$ cat src/rtl/ladybird_program_loader_pkg.sv
// Shared definitions for the Ladybird UART program loader: FSM states, response bytes, bus width.
package ladybird_config;

  localparam int XLEN = 32;

  localparam logic [7:0] ACK_BYTE = 8'h06;
  localparam logic [7:0] NAK_BYTE = 8'h15;

  typedef enum logic [2:0] {
    ST_IDLE,
    ST_CNT0,
    ST_CNT1,
    ST_DATA,
    ST_WRITE,
    ST_CSUM,
    ST_RESP
  } loader_state_e;

  // States in which a host byte may be taken from the serial interface.
  function automatic logic rx_open(input loader_state_e s);
    return s inside {ST_IDLE, ST_CNT0, ST_CNT1, ST_DATA, ST_CSUM};
  endfunction

  // States in which silence from the host counts towards the inter-byte timeout.
  function automatic logic rx_timed(input loader_state_e s);
    return s inside {ST_CNT0, ST_CNT1, ST_DATA, ST_CSUM};
  endfunction

endpackage

$ cat src/rtl/ladybird_bus.sv
// Ladybird system bus: a primary raises req with addr/wstrb/data and holds them until gnt.
interface ladybird_bus #(
  parameter int XLEN = 32
);
  logic              req;
  logic [31:0]       addr;
  logic [XLEN/8-1:0] wstrb;
  logic [XLEN-1:0]   data;
  logic              gnt;

  modport primary (output req, output addr, output wstrb, output data, input gnt);
  modport secondary (input req, input addr, input wstrb, input data, output gnt);
endinterface

$ cat src/rtl/ladybird_program_loader_word_assembler.sv
// Byte-to-word shifter for the loader: bytes arrive LSB first, word_valid holds until word_ack.
module ladybird_loader_word_assembler
  import ladybird_config::*;
(
  input  logic            clk,
  input  logic            anrst,
  input  logic            i_clear,
  input  logic [7:0]      i_byte,
  input  logic            i_byte_vld,
  input  logic            i_word_ack,
  output logic [XLEN-1:0] o_word,
  output logic            o_word_valid,
  output logic            o_last_byte
);

  localparam int NBYTES = XLEN / 8;
  localparam int IDX_W  = $clog2(NBYTES);

  logic [XLEN-1:0]  r_word;
  logic [IDX_W-1:0] r_idx;
  logic             r_word_valid;
  logic             w_last;

  assign w_last = (r_idx == IDX_W'(NBYTES - 1));

  always_ff @(posedge clk or negedge anrst) begin
    if (!anrst) begin
      r_word       <= '0;
      r_idx        <= '0;
      r_word_valid <= 1'b0;
    end else if (i_clear) begin
      r_idx        <= '0;
      r_word_valid <= 1'b0;
    end else if (i_byte_vld) begin
      // Shift right so the first byte received ends up in the least significant lane.
      r_word <= {i_byte, r_word[XLEN-1:8]};
      r_idx  <= r_idx + 1'b1;
      if (w_last) r_word_valid <= 1'b1;
    end else if (i_word_ack) begin
      r_word_valid <= 1'b0;
    end
  end

  assign o_word       = r_word;
  assign o_word_valid = r_word_valid;
  assign o_last_byte  = w_last;

endmodule

$ cat src/rtl/ladybird_program_loader.sv
// UART boot loader: frames host bytes into words, writes them to instruction RAM, answers ACK/NAK.
// Optional checksum byte at frame end is enabled by defining LADYBIRD_LOADER_CHECKSUM_EN.
module ladybird_program_loader
  import ladybird_config::*;
#(
  parameter logic [31:0] BASE_ADDR = 32'h0,
  parameter int          MAX_WORDS = 1024,
  parameter logic [7:0]  SYNC_BYTE = 8'h55,
  parameter int          TIMEOUT   = 100000
) (
  input  logic             clk,
  input  logic             anrst,
  input  logic [7:0]       rx_data,
  input  logic             rx_valid,
  output logic             rx_ready,
  output logic [7:0]       tx_data,
  output logic             tx_valid,
  input  logic             tx_ready,
  ladybird_bus.primary     bus,
  output logic             core_run,
  output logic             busy
);

  localparam int TMO_W = $clog2(TIMEOUT + 1);

  loader_state_e     r_state, w_next;
  logic              r_rx_ready, r_tx_valid, r_core_run, r_busy, r_req, r_resp_ack;
  logic [7:0]        r_tx_data;
  logic [15:0]       r_cnt, r_idx;
  logic [TMO_W-1:0]  r_tmo;
  logic [31:0]       r_addr;
  logic [XLEN/8-1:0] r_wstrb;
`ifdef LADYBIRD_LOADER_CHECKSUM_EN
  logic [7:0]        r_csum;
`endif

  logic              w_acc, w_sync, w_gnt_edge, w_tmo, w_last_word, w_resp_ack, w_resp_done;
  logic [15:0]       w_cnt_full;
  logic [XLEN-1:0]   w_word;
  logic              w_word_valid, w_last_byte, w_payload_byte;

  assign w_acc          = rx_valid && r_rx_ready;
  assign w_sync         = (r_state == ST_IDLE) && w_acc && (rx_data == SYNC_BYTE);
  assign w_payload_byte = (r_state == ST_DATA) && w_acc;
  assign w_gnt_edge     = r_req && bus.gnt && w_word_valid;
  assign w_tmo          = rx_timed(r_state) && !w_acc && (r_tmo == TMO_W'(TIMEOUT - 1));
  assign w_cnt_full     = {rx_data, r_cnt[7:0]};
  assign w_last_word    = (r_idx == r_cnt - 16'd1);
  assign w_resp_done    = (r_state == ST_RESP) && r_tx_valid && tx_ready;

  ladybird_loader_word_assembler u_asm (
    .clk          (clk),
    .anrst        (anrst),
    .i_clear      (w_sync),
    .i_byte       (rx_data),
    .i_byte_vld   (w_payload_byte),
    .i_word_ack   (w_gnt_edge),
    .o_word       (w_word),
    .o_word_valid (w_word_valid),
    .o_last_byte  (w_last_byte)
  );

  always_ff @(posedge clk or negedge anrst) begin
    if (!anrst) r_state <= ST_IDLE;
    else        r_state <= w_next;
  end

  always_comb begin
    w_next     = r_state;
    w_resp_ack = 1'b0;
    case (r_state)
      ST_IDLE: if (w_sync) w_next = ST_CNT0;
      ST_CNT0: begin
        if (w_acc)      w_next = ST_CNT1;
        else if (w_tmo) w_next = ST_RESP;
      end
      ST_CNT1: begin
        if (w_acc) begin
          if (w_cnt_full == 16'd0) begin
            w_next     = ST_RESP;
            w_resp_ack = 1'b1;
          end else if (int'(w_cnt_full) > MAX_WORDS) begin
            w_next = ST_RESP;
          end else begin
            w_next = ST_DATA;
          end
        end else if (w_tmo) begin
          w_next = ST_RESP;
        end
      end
      ST_DATA: begin
        if (w_acc && w_last_byte) w_next = ST_WRITE;
        else if (w_tmo)           w_next = ST_RESP;
      end
      ST_WRITE: begin
        if (w_gnt_edge) begin
          if (!w_last_word) begin
            w_next = ST_DATA;
          end else begin
`ifdef LADYBIRD_LOADER_CHECKSUM_EN
            w_next = ST_CSUM;
`else
            w_next     = ST_RESP;
            w_resp_ack = 1'b1;
`endif
          end
        end
      end
`ifdef LADYBIRD_LOADER_CHECKSUM_EN
      ST_CSUM: begin
        if (w_acc) begin
          w_next     = ST_RESP;
          w_resp_ack = (rx_data == r_csum);
        end else if (w_tmo) begin
          w_next = ST_RESP;
        end
      end
`endif
      ST_RESP: if (w_resp_done) w_next = ST_IDLE;
      default: w_next = ST_IDLE;
    endcase
  end

  always_ff @(posedge clk or negedge anrst) begin
    if (!anrst) begin
      r_rx_ready <= 1'b0;
      r_tx_valid <= 1'b0;
      r_tx_data  <= '0;
      r_req      <= 1'b0;
      r_addr     <= '0;
      r_wstrb    <= '0;
      r_core_run <= 1'b0;
      r_busy     <= 1'b0;
      r_resp_ack <= 1'b0;
      r_cnt      <= '0;
      r_idx      <= '0;
      r_tmo      <= '0;
    end else begin
      r_rx_ready <= rx_open(w_next);
      r_req      <= (w_next == ST_WRITE);
      r_wstrb    <= (w_next == ST_WRITE) ? '1 : '0;
      r_tx_valid <= (w_next == ST_RESP);

      // The address is latched once per word so it cannot move while the bus stalls.
      if (w_next == ST_WRITE && r_state != ST_WRITE)
        r_addr <= BASE_ADDR + {14'd0, r_idx, 2'b00};

      if (w_sync)          r_idx <= '0;
      else if (w_gnt_edge) r_idx <= r_idx + 16'd1;

      if (r_state == ST_CNT0 && w_acc) r_cnt[7:0]  <= rx_data;
      if (r_state == ST_CNT1 && w_acc) r_cnt[15:8] <= rx_data;

      if (rx_timed(r_state) && !w_acc) r_tmo <= r_tmo + 1'b1;
      else                             r_tmo <= '0;

      if (w_next == ST_RESP && r_state != ST_RESP) begin
        r_resp_ack <= w_resp_ack;
        r_tx_data  <= w_resp_ack ? ACK_BYTE : NAK_BYTE;
      end

      if (w_sync) begin
        r_busy     <= 1'b1;
        r_core_run <= 1'b0;
      end else if (w_resp_done) begin
        r_busy     <= 1'b0;
        r_core_run <= r_resp_ack;
      end
    end
  end

`ifdef LADYBIRD_LOADER_CHECKSUM_EN
  always_ff @(posedge clk or negedge anrst) begin
    if (!anrst)
      r_csum <= '0;
    else if (w_sync)
      r_csum <= '0;
    else if (w_acc && r_state inside {ST_CNT0, ST_CNT1, ST_DATA})
      r_csum <= r_csum ^ rx_data;
  end
`endif

  assign rx_ready  = r_rx_ready;
  assign tx_data   = r_tx_data;
  assign tx_valid  = r_tx_valid;
  assign core_run  = r_core_run;
  assign busy      = r_busy;
  assign bus.req   = r_req;
  assign bus.addr  = r_addr;
  assign bus.wstrb = r_wstrb;
  assign bus.data  = w_word;

endmodule

$ cat src/flat_wrapper.sv
// flat-port wrapper written by rule: the top's interface ports become plain ports
module ladybird_program_loader_flat import ladybird_config::*;
#(
  parameter logic [31:0] BASE_ADDR = 32'h0,
  parameter int          MAX_WORDS = 1024,
  parameter logic [7:0]  SYNC_BYTE = 8'h55,
  parameter int          TIMEOUT   = 100000
)
  (clk, anrst, rx_data, rx_valid, rx_ready, tx_data, tx_valid, tx_ready, core_run, busy, bus_req, bus_addr, bus_wstrb, bus_data, bus_gnt);
  ladybird_bus #(.XLEN(XLEN)) bus_i ();
  input  logic clk;
  input  logic anrst;
  input  logic [7:0] rx_data;
  input  logic rx_valid;
  output logic rx_ready;
  output logic [7:0] tx_data;
  output logic tx_valid;
  input  logic tx_ready;
  output logic core_run;
  output logic busy;
  output wire logic [$bits(bus_i.req)-1:0] bus_req;
  output wire logic [$bits(bus_i.addr)-1:0] bus_addr;
  output wire logic [$bits(bus_i.wstrb)-1:0] bus_wstrb;
  output wire logic [$bits(bus_i.data)-1:0] bus_data;
  input wire logic [$bits(bus_i.gnt)-1:0] bus_gnt;
  assign bus_req = bus_i.req;
  assign bus_addr = bus_i.addr;
  assign bus_wstrb = bus_i.wstrb;
  assign bus_data = bus_i.data;
  assign bus_i.gnt = bus_gnt;
  ladybird_program_loader #(.BASE_ADDR(BASE_ADDR), .MAX_WORDS(MAX_WORDS), .SYNC_BYTE(SYNC_BYTE), .TIMEOUT(TIMEOUT)) u_core (.clk(clk), .anrst(anrst), .rx_data(rx_data), .rx_valid(rx_valid), .rx_ready(rx_ready), .tx_data(tx_data), .tx_valid(tx_valid), .tx_ready(tx_ready), .bus(bus_i), .core_run(core_run), .busy(busy));
endmodule
$ cat config.mk
export PLATFORM = sky130hd
export DESIGN_NAME = ladybird_program_loader_flat
export DESIGN_NICKNAME = d
export VERILOG_FILES = /design/src/rtl/ladybird_program_loader_pkg.sv /design/src/rtl/ladybird_bus.sv /design/src/rtl/ladybird_program_loader_word_assembler.sv /design/src/rtl/ladybird_program_loader.sv /design/src/flat_wrapper.sv
export SDC_FILE = /design/constraint.sdc
export NUM_CORES = 1
export LEC_CHECK = 0
export CAP_MARGIN = 10
export CORE_ASPECT_RATIO = 1.4
export CORE_UTILIZATION = 35
export DETAILED_ROUTE_END_ITERATION = 8
export PLACE_DENSITY_LB_ADDON = 0.05
export SETUP_SLACK_MARGIN = 0.2
export SLEW_MARGIN = 30
export SYNTH_ARGS = -nofsm -noshare
export SYNTH_HDL_FRONTEND = slang
export SYNTH_SLANG_ARGS = --single-unit
$ cat constraint.sdc
create_clock -name clk -period 4.6 [get_ports clk]
set_input_delay 0.69 -clock clk [delete_from_list [all_inputs] [get_ports clk]]
set_output_delay 0.69 -clock clk [all_outputs]
set_load 0.02 [all_outputs]
After elaboration in Yosys (flattened, before gate mapping)
Cells that the tools add are included.
Storage, ports and cells
  bits in registers: 121
  bits of input ports: 13
  output and inout port bits: 81
  logic and storage cells: 100
Cells by class
  add/subtract/negate cells: 4
  order comparisons: 1
  equal/unequal tests: 19
  mux-type cells: 31
  bitwise gates (word level): 1
  reduce and logical (&&, ||, !) cells: 27
Operator list (number)
  $mux 16: 2
  $mux 3: 10
  $eq 3x3->1 const B: 6
  $pmux 3 s6: 1
  $add 17x1->17 const B: 1
  $eq 17x17->1 const B: 1
  $mux 17: 1
  $add 16x1->16 const B: 1
  $eq 16x16->1: 1
  $gt 16x11->1 const B: 1
  $logic_not 16->1: 1
  $sub 16x1->16 const B: 1
  $logic_and 1x1->1: 15
  $eq 3x2->1 const B: 4
  $mux 1: 12
  $eq 8x7->1 const B: 1
  $eq 3x1->1 const B: 2
  $logic_not 3->1: 2
  $ne 3x3->1 const B: 2
  $reduce_bool 2->1: 3
  $mux 5: 1
  $reduce_bool 5->1: 1
  $mux 2: 2
  $mux 4: 1
  9 further kinds: 10

Longest topological paths before layout
Gate-level depths: netlist (run 1).
  depth in word-level cells: 9
  mapped depth: 10
  mapped depth without buffers: 10

Cells and area by module
A second synthesis (run 1) with hierarchy kept.
Second synthesis, totals
  cell total of the unflattened synthesis: 509
  area, all modules: 5637.9 µm²
Modules (own cells, without submodules)
  ladybird_program_loader: instances 1, cells each 429, area each 4149.0 µm², sequential area each 1901.8 µm²
  ladybird_loader_word_assembler: instances 1, cells each 80, area each 1488.9 µm², sequential area each 875.8 µm²

Worst setup path after synthesis (run 1)
Ideal clock, no wire load.
  path type: flip-flop to flip-flop
  start point: register u_core.r_cnt[7]
  end point: register u_core.r_tx_data[0], in the netlist u_core.tx_data[0]
  setup time: 0.125 ns
  data arrival time: 2.796 ns
  required time: 4.475 ns
  setup slack: 1.679 ns
  stages on the path, launching flop included: 9
  path buffers: 0
  period minus slack after synthesis: 2.921 ns
  cells stage by stage: dfrtp_1 -> or4_4 -> or3_1 -> a211oi_2 -> o2111ai_1 -> or2_0 -> o311a_1 -> a211oi_4 -> mux2_4
On the way
  word-level cells in the longest chain between the ends: 7
  elaborated cells between the ends (all ways): 18
  classes of those cells: 1 x add/sub; 1 x order compare; 2 x eq/ne; 12 x mux; 2 x reduce/logical
RTL lines
  from (decl): RTL line ladybird_program_loader.sv:29  | logic [15:0] r_cnt, r_idx;
  from (signal assigned): RTL line ladybird_program_loader.sv:151  | if (r_state == ST_CNT0 && w_acc) r_cnt[7:0] <= rx_data;
  $sub 16x1->16 or $gt 16x11->1 (tied branches): RTL line ladybird_program_loader.sv:48, ladybird_program_loader.sv:82
  $eq 16x16->1 or $mux 3 (tied branches): RTL line ladybird_program_loader.sv:48, ladybird_program_loader.sv:82
  $mux 3 (on tied branches): RTL line ladybird_program_loader.sv:97, ladybird_program_loader.sv:79
  $mux 3 (on tied branches): RTL line ladybird_program_loader.sv:96, ladybird_program_loader.sv:78
  $pmux 3 s6: RTL line ladybird_program_loader.sv:71  | case (r_state)
  $eq 3x3->1: RTL line ladybird_program_loader.sv:157  | if (w_next == ST_RESP && r_state != ST_RESP) begin
  $logic_and 1x1->1: RTL line ladybird_program_loader.sv:157
  to (signal assigned): RTL line ladybird_program_loader.sv:159  | r_tx_data <= w_resp_ack ? ACK_BYTE : NAK_BYTE;
  to (decl): RTL line ladybird_program_loader.sv:28  | logic [7:0] r_tx_data;
Parallel ways exist; a longest one is shown, timed or not.
A chain may end at the register's enable or synchronous reset.

Worst setup path in the final report (run 1)
  start point: register u_core.r_cnt[0]
  end point: register u_core.r_tx_data[0], in the netlist u_core.tx_data[0]
The elaborated chain is that of the path after synthesis.

==> flow_summary.ini, run 1 <==
[final_layout]
drive_gt1_share_pct = 16.8
final_cell_mix = dfrtp_1 (111), clkdlybuf4s50_1 (72), mux2_2 (62), nor2_1 (47), nand2_1 (27)
final_nets = 589
layout_commonest_cell = dfrtp_1
area_growth_pct = 20.7
multi_input_area_mm2 = 0.00253
stdcell_area_mm2 = 0.00669
seq_area_mm2 = 0.00278
fin_util_pct = 43.0
nFillCells = 1508
antenna_cells = 0

[die]
die_y_um = 151
initial_core_util_pct = 35.7
die-area_mm2 = 0.0164
io_pins = 94
fp-row-count = 54
die_w_um = 108
core_mm2 = 0.0155

[sta]
slew_headroom_pct = 43.4
worstMarginPinSlew_ns = 0.849
fin_skew_ns = 0.0134
slew_violations = 0
period_needed_ns = 3.22
setup_viol = 0
rsz0062_at_grt = no
fmax_ghz = 0.310
hold_viol = 0
setup_tns_ns = 0
fin_ws_ns = 1.38
timing.final.crit_share_pct = 70.1

[global_route]
antenna_found_initial = 0
grt_pass1_vias = 4012
grt_use_total_pct = 16.7
grt_overflow_total = 0
grt_pass1_wl_mm = 21.0
grt_max_degree = 66

[synth]
synth-main-ff-cell = dfrtp_1
ys_types = 56
syn_area_mm2 = 0.00554
syn_area_per_cell_um2 = 10.9
synthArstFlopShare_pct = 100
synth_edf_count = 0
synth_seq_area_share_pct = 50.1
ys_ff_latch = 111
ys.warnings.count = 0
synth_cells = 507

[worst_setup_path]
worstPathMaxFanout = 8
path_buf_inv = 1
path_delay_family = compound AO/OA/AOI/OAI gates
startpoint_type = flip-flop
cp_cell_sequence = inv_1, ha_1, nor4b_1, nand3_1, a211oi_2, o2111ai_1, or2_0, o311a_1, a211oi_4, mux2_4
crit_slowest_cell = nor4b_1
slowest_delay_ns = 0.46
crit_type = flip-flop to flip-flop
setup.worst_path.end_class = flip-flop
rr_startpoint = u_core.r_cnt[0]$_DFFE_PN0P_
cp-startpoint = u_core.r_cnt[0]$_DFFE_PN0P_
crit_required_ns = 4.84
crit_arrival_ns = 3.47

[power_and_ir_drop]
ir_drop_mv = 0.157
power_switching_mw = 0.668
clkPwrFrac_pct = 35.8
power.internal_mw = 1.65
power_mw = 2.32
p_seq_share_pct = 47.8
p_per_area_mw_per_mm2 = 347
pwr-share-comb_pct = 16.4
leakage_nw = 2.99
p_sw_share_pct = 28.8

[route]
drtAntennaViolNets = 0
vias_per_cell = 5.06
dr.pass1.iters = 4
drt_iter0_markers = 137
vias = 3911
wl_mm = 12.7
drc = 0
wl_per_cell_um = 16.5

[status]
status = finished clean

[placement]
pre_cts_ws_ns = 1.11
hpwl_mm = 9.28
gp_routability_congestion = 0.859
io_buffers = 73
placed_cell_area_mm2 = 0.00638

[clock_tree]
clock-sinks = 111
clock_path_buffers = 2
clock_tree.root_cell = clkbuf_16
clock_latency_ns = 0.36
htreeDepth = 3
tritoncts = yes
cts_buffers = 9
clkTransAtPathRegs_ns = 0.07
ctsResizeCount = 0
cts_setup_buffers = 0
hold_buffers = 0

[worst_hold_path]
hold_class = input port to asynchronous set/reset pin

[flow_run]
drv_cap = 0
layout make-up:
class	instances	share of cell area (%)
Clock inverter	6	1.09
Clock buffer	10	3.57
Tap cell	196	3.67
Timing Repair Buffer	80	11.7
Sequential cell	111	41.5
Inverter	11	0.617
Multi-Input combinational cell	359	37.8
power by group through the flow:
stage / Combinational [mW] / Sequential (mW) / Clock, mW
after floorplan: 0.293 / 1.10 / 0
final: 0.380 / 1.11 / 0.830
after global routing: 0.418 / 1.12 / 0.890
after detailed placement: 0.382 / 1.13 / 0
after CTS: 0.383 / 1.11 / 0.852
after global placement: 0.379 / 1.13 / 0
worst reg2reg max path, delay by kind of cell (launching register included):
family,cells,cell delay [ns]
AOI/OAI and AO/OA,4,1.01
adders and majority gates,1,0.34
DFF,1,0.43
and+or+nand+nor,3,0.92
buffers and inverters,1,0.09
muxes,1,0.32
stage by stage:
step / std cells / hold WS (ns)
after global routing: 773 / 0.172
after floorplan: 526 / 0.394
after global placement: 757 / 0.475
final: 773 / 0.171
after detailed placement: 757 / 0.458
after CTS: 773 / 0.172
layer usage:
layer	up-vias	GRT usage (%)	wire, µm
li1	1877	-	-
met1	1964	19.2	5300
met2	53	30.5	6860
met3	17	3.18	353
met4	0	6.08	220
met5	-	0	0
registers in the layout, indices dropped and copies added (netlist names):
name                       count
u_core.u_asm.o_word           32
u_core.r_tmo                  17
u_core.bus.addr               16
u_core.r_cnt                  16
u_core.r_idx                  16
u_core.r_state                 3
u_core.tx_data                 3
u_core.u_asm.r_idx             2
u_core.bus.wstrb               1
u_core.busy                    1
u_core.core_run                1
u_core.rx_ready                1
u_core.tx_valid                1
u_core.u_asm.o_word_valid      1
cells in the mapped netlist, drive strengths merged (4+ instances only):
master	count	area, µm²
a21oi	11	55.1
and2	5	31.3
and3	7	43.8
buf	27	203
clkbuf	18	67.6
dfrtp	111	2780
ha	4	50.1
inv	11	41.3
mux2	63	713
nand2	27	101
nand2b	5	31.3
nand3	15	75.1
nand4	11	68.8
nor2	47	176
nor3	7	35.0
nor4	6	37.5
o21ai	17	85.1
or2	5	31.3
or3	13	81.3
or4	5	41.3
xnor2	19	166
xor2	26	228
worst paths after layout:
kind | end | slack [ns] | depth (start not counted)
max | u_core.tx_data[0]$_DFFE_PN0P_ | 1.38 | 10
min | u_core.bus.addr[4]$_DFFE_PN0P_ | 0.17 | 1
max reg2reg | u_core.tx_data[0]$_DFFE_PN0P_ | 1.38 | 10
min reg2reg | u_core.tx_data[2]$_DFFE_PN0P_ | 0.48 | 1
max in group asynchronous | u_core.r_cnt[10]$_DFFE_PN0P_ | 3.34 | 2
min in group clk | u_core.tx_data[2]$_DFFE_PN0P_ | 0.48 | 1
cell families after synthesis:
logic type / after synthesis / share of synthesized area (%)
AO/OA/AOI/OAI: 57 / 7.09
XOR/XNOR: 45 / 7.11
AND/OR/NAND/NOR: 169 / 16.0
adder cells (fa/ha/maj): 4 / 0.903
multiplexers: 64 / 13.0
buffers and inverters: 56 / 5.62
other: 1 / 0.0677
flip-flops: 111 / 50.1
Note: power is estimated with default switching activity, not from simulation.
==> inputs of run 2 (changes only) <==
==> constraint.sdc (replaced) <==
create_clock -name clk -period 2.7 [get_ports clk]
set_input_delay 0.405 -clock clk [delete_from_list [all_inputs] [get_ports clk]]
set_output_delay 0.405 -clock clk [all_outputs]
set_load 0.02 [all_outputs]
==> run 2 against run 1 <==
Sequential cell count is the same. Total power increased by 82%. Register-to-register slack worse by 1.6 ns. The run now ends with setup timing left. Critical path depth shrank 2. Global-route usage up 1.1 points. Hold slack lost 0.12 ns. Combinational power grew to 2.8 times the previous value. Clock skew shrank 0.0072 ns. Clock power increased by 59%. Worst setup slack got worse by 1.6 ns.
==> flow_summary.ini, run 2 (synthesis results as in run 1) <==
[final_layout]
seq_area_mm2 = 0.00278
layout_commonest_cell = dfrtp_1
drive_gt1_share_pct = 29.2
antenna_cells = 0
nFillCells = 1497
area_growth_pct = 33.4
layoutNonFillerInstCount = 851
multi_input_area_mm2 = 0.00263
final_cell_mix = dfrtp_1 (110), buf_4 (78), clkdlybuf4s50_1 (72), mux2_2 (62), nor2_1 (46)
final_nets = 667
largest_reg_flops = 32

[die]
fp-row-count = 54
die_w_um = 108
die_y_um = 151
io_pins = 94
core_mm2 = 0.0155
initial_core_util_pct = 35.7
die-area_mm2 = 0.0164

[global_route]
grt_pass1_wl_mm = 22.1
grt_use_total_pct = 17.8
grt_overflow_total = 0
antenna_found_initial = 0
grt_pass1_vias = 4294
grt_max_degree = 46

[worst_setup_path]
rr_startpoint = u_core.r_cnt[7]$_DFFE_PN0P_
setup.worst_path.end_class = flip-flop
startpoint_type = flip-flop
cp-startpoint = u_core.r_cnt[7]$_DFFE_PN0P_
crit_type = flip-flop to flip-flop
r2r_end = u_core.tx_data[0]$_DFFE_PN0P_
worstPathMaxFanout = 3
rr_worst_depth = 8
crit_required_ns = 2.94
crit_arrival_ns = 3.19
r2r_setup_slack_ns = -0.25
crit_end = u_core.tx_data[0]$_DFFE_PN0P_

[power_and_ir_drop]
power_mw = 4.22
power.internal_mw = 2.99
pwr-share-comb_pct = 25.2
p_sw_share_pct = 29.1
ir_drop_mv = 0.413
clkPwrFrac_pct = 31.2
power_switching_mw = 1.23
p_per_area_mw_per_mm2 = 571
p_seq_share_pct = 43.6
leakage_nw = 3.39

[route]
drc = 0
vias_per_cell = 4.93
dr.pass1.iters = 5
drt_iter0_markers = 99
wl_per_cell_um = 16.1
vias = 4195
drtAntennaViolNets = 0
wl_mm = 13.7

[sta]
timing.final.crit_share_pct = 109
slew_headroom_pct = 58.7
period_needed_ns = 2.95
setup_tns_ns = -0.602
worstMarginPinSlew_ns = 0.619
fmax_ghz = 0.339
setup_viol = 6
rsz0062_at_grt = yes
slew_violations = 0
fin_skew_ns = 0.00613
fin_ws_ns = -0.247
hold_viol = 0
hold_ws_ns = 0.0519

[status]
status = complete, but fails checks
violations = setup timing

[clock_tree]
cts_buffers = 9
clkTransAtPathRegs_ns = 0.08
clock_latency_ns = 0.36
clock_path_buffers = 2
htreeDepth = 3
clock-sinks = 111
tritoncts = yes
clock_tree.root_cell = clkbuf_16

[worst_hold_path]
hold_class = input port to asynchronous set/reset pin

[flow_run]
drv_cap = 0

[placement]
io_buffers = 73
dp_cells = 829
gp_routability_congestion = 0.828
hpwl_mm = 10.2
-- run 2: changes by cell type in the layout (fill, tap and decap cells not counted), sizes merged --
| cell | change |
|---|---|
| clkinvlp | +1 |
| buf | +78 |
| bufinv | -1 |
| clkbuf | +1 |
| inv | -1 |
-- run 2: worst max-delay path, cell delays in order, from the launching register on --
cell and delay [ns]:
dfrtp_1 0.38, or4_4 0.53, or3_4 0.38, a211oi_2 0.27, o2111ai_1 0.12, or2_0 0.23
o311a_1 0.37, a211oi_4 0.24, mux2_4 0.32
-- run 2: per-stage QoR --
step / area (µm²) / setup WS (ns) / util, %
2_1_floorplan: 5610 / -0.186 / -
3_3_place_gp: 6930 / -0.284 / 44.6
3_5_place_dp: 6930 / -0.304 / 44.6
4_1_cts: 7280 / -0.259 / 46.9
5_1_grt: 7390 / -0.347 / 47.6
6_report: 7390 / -0.247 / 47.6
-- run 2: worst min-delay path by stage --
stage | startpoint | endpoint | depth (start not counted)
after global placement | anrst | u_core.bus.addr[6]$_DFFE_PN0P_ | 1
after detailed placement | anrst | u_core.bus.addr[6]$_DFFE_PN0P_ | 1
after global routing | anrst | u_core.bus.addr[4]$_DFFE_PN0P_ | 1
final | anrst | u_core.bus.addr[4]$_DFFE_PN0P_ | 1
after CTS | anrst | u_core.bus.addr[6]$_DFFE_PN0P_ | 1
after floorplan | anrst | u_core.bus.addr[10]$_DFFE_PN0P_ | 0
-- run 2: cell type report --
type	count	share of cell area, %
multi-input cells	359	35.6
well taps	196	3.32
repair buffers	158	19.0
flip-flops and latches	111	37.6
clock inverters	5	0.525
clock buffers	11	3.42
inverters	11	0.559
-- run 2: timing repair --
action	CTS	global route
buffers inserted	2	4
resized for setup	11	16
hold buffers	0	0
hold endpoints to repair	0	0
cloned	0	0
pin swaps	1	3
endpoints found under the setup margin	7	8
-- run 2: metal layers --
layer,global-route usage (%),vias to the layer above,share of wire [%]
met2,32.4,59,54
met1,20.0,2091,40
met4,9.19,0,3.4
met5,0,-,0
li1,-,2019,-
met3,2.54,26,2.5
-- run 2: power groups by stage --
stage	combinational (mW)	clock (mW)	sequential, mW
floorplan	0.498	0	1.87
global placement	0.901	0	1.87
detailed placement	0.916	0	1.87
CTS	0.980	1.37	1.84
global route	1.15	1.43	1.85
finish	1.06	1.32	1.84
==> inputs of run 3 (changes only) <==
--- a/config.mk
+++ b/config.mk
@@ -5,9 +5,11 @@
 export SDC_FILE = /design/constraint.sdc
 export NUM_CORES = 1
 export LEC_CHECK = 0
-export CAP_MARGIN = 10
+export CAP_MARGIN = 5
+export CELL_PAD_IN_SITES_DETAIL_PLACEMENT = 1
+export CELL_PAD_IN_SITES_GLOBAL_PLACEMENT = 2
 export CORE_ASPECT_RATIO = 1.4
-export CORE_UTILIZATION = 35
+export CORE_UTILIZATION = 31
 export DETAILED_ROUTE_END_ITERATION = 8
 export PLACE_DENSITY_LB_ADDON = 0.05
 export SETUP_SLACK_MARGIN = 0.2
==> run 3 against run 2 <==
The flow still finishes with violations (setup timing). Clock-buffer cell count down 2. Combinational power up 8%. Critical path depth unchanged. Global-route usage about the same. Clock skew up 0.0053 ns. Final area up 3.3%. Die area up 13%. Routed wire length up 11%. Hold slack worse by 0.018 ns. Clock power up 3%. Critical endpoint unchanged.
==> flow_summary.ini, run 3 (synthesis results as in run 1) <==
[status]
status = complete, but fails checks
violations = setup timing

[worst_setup_path]
crit_arrival_ns = 3.28
crit_required_ns = 2.94
worstPathMaxFanout = 3
startpoint_type = flip-flop
setup.worst_path.end_class = flip-flop
crit_type = flip-flop to flip-flop

[sta]
period_needed_ns = 3.03
slew_violations = 0
setup_viol = 5
worstMarginPinSlew_ns = 0.723
slew_headroom_pct = 51.8
timing.final.crit_share_pct = 112
setup_tns_ns = -0.836
fin_ws_ns = -0.333
hold_viol = 0
rsz0062_at_grt = yes
fmax_ghz = 0.330
fin_skew_ns = 0.0114

[route]
vias = 4320
drt_iter0_markers = 138
drc = 0
wl_per_cell_um = 16.9
drtAntennaViolNets = 0
vias_per_cell = 4.81
dr.pass1.iters = 4
wl_mm = 15.2

[power_and_ir_drop]
pwr-share-comb_pct = 26.4
ir_drop_mv = 0.247
clkPwrFrac_pct = 31.3
p_per_area_mw_per_mm2 = 568
power_mw = 4.34
p_seq_share_pct = 42.3
p_sw_share_pct = 31.5
power_switching_mw = 1.37
leakage_nw = 3.45
power.internal_mw = 2.97

[die]
die_w_um = 115
fp-row-count = 57
die_y_um = 160
io_pins = 94
die-area_mm2 = 0.0184
core_mm2 = 0.0174
initial_core_util_pct = 31.9

[final_layout]
final_nets = 674
final_cell_mix = dfrtp_1 (108), buf_4 (84), clkdlybuf4s50_1 (72), mux2_2 (62), nor2_1 (46)
largest_reg_flops = 32
antenna_cells = 0
layout_commonest_cell = dfrtp_1
area_growth_pct = 37.8
drive_gt1_share_pct = 31.4

[global_route]
antenna_found_initial = 0
grt_use_total_pct = 17.8
grt_max_degree = 112
grt_pass1_vias = 4687
grt_pass1_wl_mm = 25.0
grt_overflow_total = 0

[placement]
gp_routability_congestion = 0.833
io_buffers = 73
hpwl_mm = 11.2
pre_cts_ws_ns = -0.363

[clock_tree]
clock_tree.root_cell = clkbuf_16
cts_buffers = 9
htreeDepth = 3
clock_latency_ns = 0.36
clock-sinks = 111
tritoncts = yes
clkTransAtPathRegs_ns = 0.08
clock_path_buffers = 2

[worst_hold_path]
hold_class = input port to asynchronous set/reset pin

[flow_run]
drv_cap = 0
run 3: worst paths after layout:
kind                                        startpoint                            end  slack [ns]  cells past startpoint
max reg2reg                u_core.r_cnt[7]$_DFFE_PN0P_  u_core.tx_data[0]$_DFFE_PN0P_       -0.33                      8
min reg2reg                  u_core.r_tmo[0]$_DFF_PN0_      u_core.r_tmo[0]$_DFF_PN0_        0.49                      1
min in group clk             u_core.r_tmo[0]$_DFF_PN0_      u_core.r_tmo[0]$_DFF_PN0_        0.49                      1
max in group asynchronous                        anrst    u_core.r_idx[4]$_DFFE_PN0P_        2.05                      2
min                                              anrst    u_core.r_idx[3]$_DFFE_PN0P_        0.03                      2
max                        u_core.r_cnt[7]$_DFFE_PN0P_  u_core.tx_data[0]$_DFFE_PN0P_       -0.33                      8
run 3: metal layers:
metal,track usage [%],share of wire (%),vias to the layer above
li1,-,-,2042
met1,20.3,40,2183
met2,31.8,54,68
met3,2.35,2.1,27
met4,9.09,3.6,0
met5,0,0,-
run 3: repair_timing:
action	in CTS	in global routing
endpoints found under the setup margin	8	8
gates resized for setup	35	13
setup buffers	5	3
pin swaps	8	6
hold buffers	0	0
run 3: final cells by class:
class                           instances  area (µm²)
Clock buffer                            9         225
Clock inverter                          7        71.3
Fill cell                            1951        9770
Inverter                               11        41.3
Multi-Input combinational cell        359        2740
Sequential cell                       111        2780
Tap cell                              236         295
Timing Repair Buffer                  165        1480
run 3: stage by stage:
stage	instance area, µm²	instances	utilization [%]	hold slack [ns]
2_1_floorplan	5610	526	-	0.109
3_3_place_gp	7040	874	40.5	0.468
3_5_place_dp	7040	874	40.5	0.488
4_1_cts	7550	895	43.4	0.161
5_1_grt	7640	898	43.9	0.167
6_report	7640	898	43.9	0.0341
run 3: power groups by stage:
stage	Combinational, mW	Sequential, mW	Clock, mW
6_report	1.15	1.84	1.36
5_1_grt	1.23	1.85	1.47
4_1_cts	1.09	1.84	1.42
3_5_place_dp	0.950	1.87	0
3_3_place_gp	0.922	1.86	0
2_1_floorplan	0.498	1.87	0
run 3: worst max-delay path, cell delays in order, from the launching register on:
cell	delay [ns]
dfrtp_1	0.38
or4_4	0.54
or3_4	0.39
a211oi_4	0.31
o2111ai_1	0.13
or2_1	0.24
o311a_1	0.33
a211oi_4	0.28
mux2_4	0.33
